--- config.mk ---
export PLATFORM = sky130hd
export DESIGN_NAME = dram_ras_cas_seq
export DESIGN_NICKNAME = d
export VERILOG_FILES = /design/src/rtl/dram_ras_cas_seq.sv
export SDC_FILE = /design/constraint.sdc
export NUM_CORES = 1
export LEC_CHECK = 0
export BUFFER_PORTS_ARGS = -buffer_cell sky130_fd_sc_hd__buf_2
export CORE_MARGIN = 3
export CORE_UTILIZATION = 50
export CTS_CLUSTER_SIZE = 16
export DETAILED_ROUTE_END_ITERATION = 6
export GPL_ROUTABILITY_DRIVEN = 0
export HOLD_SLACK_MARGIN = 0.08
export PLACE_DENSITY = 0.79
export SYNTH_ARGS = -nofsm -noshare
export SYNTH_HDL_FRONTEND = slang
export SYNTH_SLANG_ARGS = --single-unit
--- constraint.sdc ---
create_clock -name clk -period 2 [get_ports clk]
set_input_delay 0.1 -clock clk [delete_from_list [all_inputs] [get_ports clk]]
set_output_delay 0.1 -clock clk [all_outputs]
set_load 0.05 [all_outputs]
--- src/rtl/dram_ras_cas_seq.sv ---
// ---------------------------------------------------------------------------
// dram_ras_cas_seq
//
// DRAM timing sequencer for the MSX main-RAM path. It converts the Z80 bus
// strobes into DRAM RAS/CAS/WE and drives the quad 2:1 address multiplexer
// (74157) that sits downstream, so the row address is presented before RAS
// and the column address before CAS. Z80 refresh cycles become RAS-only
// refreshes, or CAS-before-RAS refreshes when the optional macro is defined.
//
// Build option:
//   DRAM_SEQ_CBR_REFRESH_EN  defined   -> CAS-before-RAS refresh
//                            undefined -> RAS-only refresh (default)
//
// Parameters:
//   RAH_CYC  cycles from ras_n falling to mux_s switching to column (1..15)
//   CAS_CYC  cycles from mux_s=1 to cas_n falling                   (1..15)
//   RP_CYC   RAS precharge cycles after any access or refresh       (1..15)
//
// Ports:
//   clk      in   system clock, rising edge
//   rst      in   synchronous active-high reset
//   mreq_n   in   Z80 memory request, active low
//   rd_n     in   Z80 read strobe, active low (qualifier only)
//   wr_n     in   Z80 write strobe, active low
//   rfsh_n   in   Z80 refresh indicator, active low
//   ras_n    out  DRAM row address strobe
//   cas_n    out  DRAM column address strobe
//   we_n     out  DRAM write enable
//   mux_s    out  74157 select: 0 = row (i0), 1 = column (i1)
//   mux_noe  out  74157 output enable, 0 = address driven
//   busy     out  high in every state except IDLE
//
// State table:
//   state | meaning
//   IDLE  | waiting for an armed request
//   ROW   | row address driven onto the DRAM bus, RAS still high
//   RAS   | ras_n low, row hold time running
//   COL   | mux switched to column, waiting to drop CAS
//   CAS   | cas_n low, data phase held while mreq_n stays low
//   RFSH  | refresh cycle (RAS-only or CBR)
//   PRE   | RAS precharge, request input ignored
// ---------------------------------------------------------------------------
module dram_ras_cas_seq #(
  parameter int RAH_CYC = 1,
  parameter int CAS_CYC = 1,
  parameter int RP_CYC  = 2
) (
  input  logic clk,
  input  logic rst,
  input  logic mreq_n,
  input  logic rd_n,
  input  logic wr_n,
  input  logic rfsh_n,
  output logic ras_n,
  output logic cas_n,
  output logic we_n,
  output logic mux_s,
  output logic mux_noe,
  output logic busy
);

  typedef enum logic [2:0] {
    IDLE = 3'd0,
    ROW  = 3'd1,
    RAS  = 3'd2,
    COL  = 3'd3,
    CAS  = 3'd4,
    RFSH = 3'd5,
    PRE  = 3'd6
  } state_t;

  localparam logic [3:0] RAH_LD = 4'(RAH_CYC - 1);
  localparam logic [3:0] CAS_LD = 4'(CAS_CYC - 1);
  localparam logic [3:0] RP_LD  = 4'(RP_CYC - 1);

  state_t     state;
  logic [3:0] cnt;
  logic       armed;
  logic       exit_req;

  // rd_n never changes strobe timing: a CAS cycle with neither rd_n nor
  // wr_n asserted simply has no data phase.
  logic unused_rd_n;
  assign unused_rd_n = rd_n;

  // Releasing mreq_n in any active state aborts or ends the cycle.
  assign exit_req = mreq_n && ((state == ROW) || (state == RAS) ||
                               (state == COL) || (state == CAS) ||
                               (state == RFSH));

  always_ff @(posedge clk) begin
    if (rst) begin
      state   <= IDLE;
      cnt     <= 4'd0;
      armed   <= 1'b0;
      ras_n   <= 1'b1;
      cas_n   <= 1'b1;
      we_n    <= 1'b1;
      mux_s   <= 1'b0;
      mux_noe <= 1'b1;
      busy    <= 1'b0;
    end else begin
      // armed only re-arms on an observed high mreq_n, so a request that
      // is still low after reset is never mistaken for a new one.
      if (mreq_n) begin
        armed <= 1'b1;
      end

      if (exit_req) begin
        state   <= PRE;
        cnt     <= RP_LD;
        ras_n   <= 1'b1;
        cas_n   <= 1'b1;
        we_n    <= 1'b1;
        mux_s   <= 1'b0;
        mux_noe <= 1'b1;
      end else begin
        case (state)
          IDLE: begin
            if (armed && !mreq_n) begin
              armed <= 1'b0;
              busy  <= 1'b1;
              mux_s <= 1'b0;
              if (rfsh_n) begin
                state   <= ROW;
                mux_noe <= 1'b0;
              end else begin
                state <= RFSH;
`ifdef DRAM_SEQ_CBR_REFRESH_EN
                // CBR: the DRAM uses its internal row counter, so the
                // address bus stays undriven.
                cas_n <= 1'b0;
`else
                mux_noe <= 1'b0;
`endif
              end
            end
          end

          ROW: begin
            state <= RAS;
            ras_n <= 1'b0;
            cnt   <= RAH_LD;
          end

          RAS: begin
            if (cnt == 4'd0) begin
              state <= COL;
              mux_s <= 1'b1;
              cnt   <= CAS_LD;
            end else begin
              cnt <= cnt - 4'd1;
            end
          end

          COL: begin
            we_n <= wr_n;
            if (cnt == 4'd0) begin
              state <= CAS;
              cas_n <= 1'b0;
            end else begin
              cnt <= cnt - 4'd1;
            end
          end

          CAS: begin
            we_n <= wr_n;
          end

          RFSH: begin
            ras_n <= 1'b0;
          end

          PRE: begin
            if (cnt == 4'd0) begin
              state <= IDLE;
              busy  <= 1'b0;
            end else begin
              cnt <= cnt - 4'd1;
            end
          end

          default: begin
            state   <= IDLE;
            cnt     <= 4'd0;
            ras_n   <= 1'b1;
            cas_n   <= 1'b1;
            we_n    <= 1'b1;
            mux_s   <= 1'b0;
            mux_noe <= 1'b1;
            busy    <= 1'b0;
          end
        endcase
      end
    end
  end

endmodule

# Yosys cells after proc, flatten, opt, wreduce, memory -nomap -nowiden
# Index checks and enable logic that the tools add are counted.
[totals] register_bits=14 word_cells=91
[op_classes] n_addsub=1 bitwise_logic=7 n_reduce_logical=29 mux=25 n_eq_ne=18
[ops] cell="OR reduction 5 bit" n=4
[ops] cell="2-to-1 mux 3 bit" n=6
[ops] cell="one-hot mux 3 bit (6 select lines)" n=1
[ops] cell="one-hot mux 4 bit (3 select lines)" n=1
[ops] cell="OR reduction 6 bit" n=2
[ops] cell="AND reduction 5 bit" n=2
[ops] cell="OR reduction 2 bit" n=5
[ops] cell="equality test 3 bit (second input constant)" n=3
[ops] cell="2-to-1 mux 1 bit" n=9
[ops] cell="inequality test 3 bit (second input constant)" n=3
[ops] cell="2-to-1 mux 4 bit" n=2
[ops] cell="inequality test 2 x 1 -> 1 bit (second input constant)" n=4
[ops] cell="one-hot mux 1 bit (2 select lines)" n=4
[ops] cell="AND reduction 2 bit" n=4
[ops] cell="inverter 1 bit" n=7
[ops] cell="equality test 3 x 2 -> 1 bit (second input constant)" n=2
[ops] cell="inequality test 2 bit (second input constant)" n=3
[ops] cell="inequality test 3 x 2 -> 1 bit (second input constant)" n=2
[ops] cell="one-hot mux 1 bit (3 select lines)" n=2
[ops] cell="zero test 4 bit" n=1
[ops] cell="logical OR 1 bit" n=4
[ops] cell="AND reduction 4 bit" n=1
[ops] cell="subtractor 4 x 1 -> 4 bit (second input constant)" n=1
[ops] cell="equality test 3 x 1 -> 1 bit (second input constant)" n=1
[ops] cell="other kinds (5)" n=6

# Longest topological paths before layout
# Gate-level depths: netlist of run 1.
[logic_depth] ltp_word=8 mapped_depth=6 depth_no_buf=6

# Worst setup path after synthesis of run 1
# No wires, ideal clock.
[synth_path] path_kind="register to register" start="reg cnt[0]" end="reg cnt[0]" synth_period_minus_slack_ns=1.466 path_slack_ns=0.534 arrival_ns=1.330 path_stages_with_launch=7 cell_sequence="dfxtp_1 -> inv_1 -> ha_1 -> nor3b_4 -> and4_1 -> o31ai_1 -> a41oi_1"
[synth_between] elab_chain_cells=4
[synth_rtl] item="from (decl)" line="77" source="logic [3:0] cnt;"
[synth_rtl] item="from (signal assigned)" line="152" source="cnt <= cnt - 4'd1;"
[synth_rtl] item="from (signal assigned)" line="162" source="cnt <= cnt - 4'd1;"
[synth_rtl] item="from (signal assigned)" line="179" source="cnt <= cnt - 4'd1;"
[synth_rtl] item="subtractor 4 x 1 -> 4 bit or zero test 4 bit (tied branches)"
[synth_rtl] item="2-to-1 mux 4 bit, on equally long branches" line="158, 175, 147"
[synth_rtl] item="one-hot mux 4 bit (3 select lines)" line="118" source="case (state)"
[synth_rtl] item="2-to-1 mux 1 bit" line="109" source="if (exit_req) begin"
# Parallel ways exist; a longest one is shown, timed or not. The select of a mux whose other input is x is not followed.
# A chain may end at the register's enable or synchronous reset.

# Worst setup path in the final report of run 1
# Ends and elaborated chain as after synthesis.

==> impl_metrics.json, run 1 <==
{
  "status": "completed",
  "fp.dieW_um": 46.15,
  "grt_antenna_before_repair": 0,
  "reg2reg_depth": 6,
  "ios": 12,
  "syn2layout_area_growth_pct": 10.71,
  "clk_path_buf_depth": 2,
  "leakage_nw": 0.3434,
  "setup_tns_ns": 0,
  "ys_ff_latch": 14,
  "synth.yosys.seq_area_share": 0.3478,
  "rsz0062_at_grt": "no",
  "avgViaCountPerCell": 6.120,
  "yosysWarnings": 0,
  "die-area_um2": 2129,
  "hpwl_mm": 1.236,
  "path_clk_slew_ns": 0.08,
  "syn_nets": 107,
  "start_kind": "flip-flop",
  "initial_core_util": 0.5760,
  "worstPathRequired_ns": 2.16,
  "fillers": 124,
  "drt-pass1-iter-count": 4,
  "post_cts_resized": 0,
  "yosysTopAreaCell": "dfxtp_1",
  "io_buffers": 10,
  "drive_gt1_frac": 0.1909,
  "fin_worst_skew_ns": 0.002310,
  "tritoncts": "yes",
  "finalWorstSetupSlack_ns": 0.3507,
  "syn_area_um2": 805.8,
  "powerDensity_nw_per_um2": 1394,
  "synth-main-ff-cell": "dfxtp_1",
  "vias": 765,
  "synth_area_leaders": "dfxtp_1 (35%), a21oi_1 (9.9%), nand2_1 (5.1%), nor2_1 (4.7%), a2111oi_2 (3.7%)",
  "grt_overflow_total": 0,
  "fp.dieH_um": 46.15,
  "cts_buffers": 3,
  "path_class": "reg2reg",
  "core_um2": 1399,
  "dp_slack_ns": 0.3888,
  "drt_wl_total_mm": 1.717,
  "period_share": 0.8247,
  "endpoint": "cnt[0]",
  "critPathArrivalTime_ns": 1.81,
  "hold_path.class": "in2reg",
  "htreeDepth": 1,
  "grt_pass1_vias": 677,
  "row_count": 13,
  "netlist.area_leader.share": 0.3478,
  "maxCapViolCount": 0,
  "reg2reg_from": "cnt[0]",
  "worst_pin_slew_ns": 0.5175,
  "slew_violations": 0,
  "r2r-end": "cnt[0]",
  "fin_crit_ns": 1.649,
  "peakVddDrop_mv": 0.9045,
  "grt_first_pass_wirelength_mm": 3.049,
  "hold_viol": 0,
  "insertion_delay_ns": 0.28,
  "n_antenna_cell": 0,
  "regToRegSetupSlack_ns": 0.35,
  "end_kind": "flip-flop",
  "synth_edf_count": 0,
  "postCtsSetupBuffers": 0,
  "syn_inst": 100,
  "ant_nets": 0,
  "avgSynthCellArea_um2": 8.058,
  "post_drt_wl_per_cell_um": 13.74,
  "maxSlewHeadroom": 0.6545,
  "nets": 119,
  "clock.fmax_mhz": 606.3,
  "path_max_fanout": 8,
  "synthArstFlopShare": 0,
  "setup-violations-final": 0,
  "drc_errors": 0,
  "hold_buffers": 1,
  "cp-startpoint": "cnt[0]",
  "synthDistinctLibCells": 36,
  "grt_util_all_layers": 0.1986,
  "cts_sinks": 14,
  "cts-root-buf": "clkbuf_4",
  "grt_max_degree": 25,
  "drt-initial-drc-count": 17
}
==> cell usage after synthesis (2+ instances only) <==
library cell / instances
a21oi_1: 16
dfxtp_1: 14
nand2_1: 11
nor2_1: 10
inv_1: 4
o21ai_1: 4
buf_2: 3
a2111oi_2: 2
a21o_1: 2
clkbuf_1: 2
inv_2: 2
nand3_1: 2
nand3b_1: 2
nor3_1: 2
o211ai_1: 2
or4b_1: 2
==> worst min path at each step <==
| stage | start | to | slack (ns) | cells after the start |
|---|---|---|---|---|
| 2_1_floorplan | rst | state[1] | 0.17 | 1 |
| 3_3_place_gp | rst | state[2] | 0.37 | 2 |
| 3_5_place_dp | rst | state[2] | 0.37 | 2 |
| 4_1_cts | wr_n | we_n | 0.14 | 3 |
| 5_1_grt | wr_n | we_n | 0.18 | 3 |
| 6_report | wr_n | we_n | 0.14 | 3 |
==> worst max-delay path: stages, from the launching register on <==
cell and delay, ns:
dfxtp_1 0.36, inv_1 0.07, ha_1 0.21, nor3b_4 0.39, nor3_1 0.09, o31ai_1 0.26, a41oi_1 0.14
==> cell families after synthesis <==
| kind of cell | share of synthesized area |
|---|---|
| compound gates | 0.3059 |
| simple gates | 0.2376 |
| flops | 0.3478 |
| buf+inv | 0.05590 |
| mux | 0.02640 |
| xor+xnor | 0.01087 |
| fa+ha+maj | 0.01553 |
==> final cells by class <==
class,count,area [um^2],share of cell area
Multi-Input combinational cell,75,480.5,0.5386
Sequential cell,14,280.3,0.3142
Timing Repair Buffer,12,67.56,0.07574
Clock buffer,3,22.52,0.02525
Inverter,6,22.52,0.02525
Tap cell,15,18.77,0.02104
==> power breakdown <==
part,switching [W],internal (W)
clock,0.0000925,0.0000700
sequential,0.000103,0.000348
combinational,0.000399,0.000231
total,0.000594,0.000649
==> metrics by stage <==
stage / utilization / hold WS [ns] / area (um^2) / cells / power [W]
2_1_floorplan: - / 0.1691 / 805.8 / 100 / 0.0009609
3_3_place_gp: 0.6145 / 0.3739 / 859.6 / 121 / 0.001069
3_5_place_dp: 0.6145 / 0.3748 / 859.6 / 121 / 0.001083
4_1_cts: 0.6377 / 0.1401 / 892.1 / 125 / 0.001244
5_1_grt: 0.6377 / 0.1765 / 892.1 / 125 / 0.001338
6_report: 0.6377 / 0.1380 / 892.1 / 125 / 0.001244
==> layout by cell type, fill, tap and decap left out, types with 2 or more instances in the layout <==
cell type	instances
buf_2	10
o21ai_1	4
dfxtp_1	14
nand3b_1	2
o211ai_1	2
inv_1	4
nor3_1	2
a21oi_1	16
nand2_1	11
clkbuf_4	3
a2111oi_2	2
inv_2	2
a21o_1	2
or4b_1	2
nand3_1	2
nor2_1	10
==> state kept, by name, indices dropped and copies added (netlist names) <==
| signal | count |
|---|---|
| cas_n | 1 |
| busy | 1 |
| ras_n | 1 |
| cnt | 4 |
| we_n | 1 |
| state | 3 |
| mux_noe | 1 |
| mux_s | 1 |
| armed | 1 |
==> metal layers <==
layer	wire, um	share of wire	up-vias	global-route usage
li1	-	-	386	-
met1	829	0.48	358	0.2664
met2	794	0.46	17	0.2940
met3	66	0.038	4	0.03906
met4	28	0.016	0	0.1080
met5	0	0	-	0
No activity file was read; power rests on OpenSTA's default activity.
==> run 2: changes to the inputs <==
--- a/config.mk
+++ b/config.mk
@@ -7,12 +7,12 @@
 export LEC_CHECK = 0
 export BUFFER_PORTS_ARGS = -buffer_cell sky130_fd_sc_hd__buf_2
 export CORE_MARGIN = 3
-export CORE_UTILIZATION = 50
+export CORE_UTILIZATION = 48
 export CTS_CLUSTER_SIZE = 16
 export DETAILED_ROUTE_END_ITERATION = 6
 export GPL_ROUTABILITY_DRIVEN = 0
 export HOLD_SLACK_MARGIN = 0.08
-export PLACE_DENSITY = 0.79
+export PLACE_DENSITY = 0.8
 export SYNTH_ARGS = -nofsm -noshare
 export SYNTH_HDL_FRONTEND = slang
 export SYNTH_SLANG_ARGS = --single-unit
==> constraint.sdc (replaced) <==
create_clock -name clk -period 1.4 [get_ports clk]
set_input_delay 0.07 -clock clk [delete_from_list [all_inputs] [get_ports clk]]
set_output_delay 0.07 -clock clk [all_outputs]
set_load 0.05 [all_outputs]
==> impl_metrics.json, run 2 (synthesized netlist as in run 1, its figures left out) <==
{
  "drive_gt1_frac": 0.3415,
  "swShare": 0.4615,
  "post_drt_wl_per_cell_um": 14.30,
  "grt_util_all_layers": 0.1908,
  "fin_crit_ns": 1.416,
  "n_antenna_cell": 0,
  "cts_sinks": 14,
  "powerDensity_nw_per_um2": 1923,
  "path_clk_slew_ns": 0.08,
  "power.share.clock": 0.110,
  "core_um2": 1541,
  "worst_pin_slew_ns": 0.3066,
  "critPathArrivalTime_ns": 1.56,
  "violations": "negative setup slack",
  "clock.fmax_mhz": 706.0,
  "fin_worst_skew_ns": 0.007931,
  "drt-pass1-iter-count": 4,
  "rsz0062_at_grt": "yes",
  "slew_violations": 0,
  "utilization": 0.6867,
  "grt_overflow_total": 0,
  "regMostFlops": "cnt",
  "layout_commonest_cell": "a21oi_1",
  "row_count": 14,
  "ios": 12,
  "period_share": 1.012,
  "reg2reg_depth": 6,
  "comb_power_share": 0.601,
  "worstHoldPathCells": 3,
  "ant_nets": 0,
  "initial_core_util": 0.5227,
  "die-area_um2": 2206,
  "path_class": "reg2reg",
  "cts-root-buf": "clkbuf_4",
  "final_cell_mix": "a21oi_1 (16), buf_4 (12), nand2_1 (11), dfxtp_1 (11)",
  "p_switching_w": 0.0009392,
  "grt_max_degree": 25,
  "largest_reg_flops": 4,
  "hpwl_mm": 1.411,
  "finalWorstSetupSlack_ns": -0.01647,
  "grt_first_pass_wirelength_mm": 3.042,
  "fp.dieH_um": 46.97,
  "drt-initial-drc-count": 19,
  "setup-violations-final": 1,
  "htreeDepth": 1,
  "leakage_nw": 0.4149,
  "nets": 132,
  "grt_antenna_before_repair": 0,
  "p_seq_frac": 0.289,
  "worstPathRequired_ns": 1.54,
  "hold_path.class": "in2reg",
  "hold_viol": 0,
  "io_buffers": 10,
  "avgViaCountPerCell": 5.755,
  "path_max_fanout": 6,
  "start_kind": "flip-flop",
  "crit_cells": 6,
  "grt_pass1_vias": 691,
  "critPathMaxStageDelay_ns": 0.34,
  "fp.dieW_um": 46.97,
  "tritoncts": "yes",
  "drt_wl_total_mm": 1.988,
  "worst-path-buf-inv": 1,
  "vias": 800,
  "cp_cell_sequence": "inv_2 > ha_4 > nor3b_4 > nor3_1 > o31ai_1 > a41oi_1",
  "clk_path_buf_depth": 2,
  "end_kind": "flip-flop",
  "syn2layout_area_growth_pct": 31.37,
  "dp_slack_ns": -0.04031,
  "maxCapViolCount": 0,
  "insertion_delay_ns": 0.28,
  "maxSlewHeadroom": 0.7954,
  "largestRegisters": "cnt (4), state (3)",
  "crit_family": "simple AND/OR/NAND/NOR gates",
  "peakVddDrop_mv": 1.359,
  "cts_buffers": 3,
  "internal_power_w": 0.001096,
  "crit_slowest_cell": "dfxtp_2",
  "drc_errors": 0,
  "status": "finished, violations left"
}
-- run 2: cell types whose count changed in the layout (fill, tap and decap cells not counted), moves of 2 or more --
cell and delta:
a2111oi_2 -2, dfxtp_2 +3, buf_4 +11, inv_1 -2, dfxtp_1 -3, a2111oi_4 +2
inv_2 +2
-- run 2: stage by stage --
step                      power, W  cells  hold WS (ns)  TNS (ns)  area (um^2)
final                     0.002035    139        0.1223  -0.01647         1059
after global placement    0.001687    133        0.3416         0        959.7
after floorplan           0.001377    100        0.1350         0        809.5
after detailed placement  0.001723    133        0.3495   -0.1124        959.7
after CTS                 0.001966    138        0.1273  -0.02678         1011
after global routing      0.002159    139        0.1493   -0.3623         1059
-- run 2: cell type report --
| type | instances | area [um^2] |
|---|---|---|
| multi-input combinational | 75 | 528.0 |
| timing repair buffer | 25 | 181.4 |
| inverter | 6 | 22.52 |
| fill | 132 | 483.0 |
| clock buffer | 3 | 22.52 |
| sequential | 14 | 284.0 |
| tap | 16 | 20.02 |
-- run 2: what timing repair did --
action,in CTS,in global routing
gates resized for setup,4,6
setup endpoints to repair,5,8
buffers inserted,1,1
pin swaps,3,6
hold endpoints to repair,5,0
hold buffers,1,0
-- run 2: power by group through the flow --
| stage | Sequential [W] | Clock (W) | Combinational [W] |
|---|---|---|---|
| floorplan | 0.000767 | 0 | 0.000610 |
| global placement | 0.000581 | 0 | 0.00111 |
| detailed placement | 0.000592 | 0 | 0.00113 |
| CTS | 0.000584 | 0.000229 | 0.00115 |
| global route | 0.000606 | 0.000248 | 0.00131 |
| finish | 0.000589 | 0.000223 | 0.00122 |
-- run 2: worst paths after layout --
kind / start / to / slack (ns)
worst max-delay path: cnt[1] / cnt[0] / -0.02
worst min-delay path: wr_n / we_n / 0.12
worst max register to register: cnt[1] / cnt[0] / -0.02
worst min register to register: ras_n / ras_n / 0.48
-- run 2: worst reg2reg max path, cell delays in order (launching register included) --
cell and delay, ns:
dfxtp_2 0.34, inv_2 0.07, ha_4 0.13, nor3b_4 0.31, nor3_1 0.08, o31ai_1 0.22
a41oi_1 0.14
-- run 2: metal layers --
metal / wire (um) / vias to the layer above / track usage / share of wire
met1: 907 / 360 / 0.2425 / 0.46
met3: 88 / 2 / 0.04598 / 0.044
met4: 14 / 0 / 0.04972 / 0.0070
met5: 0 / - / 0 / 0
met2: 978 / 25 / 0.3225 / 0.49
li1: - / 413 / - / -
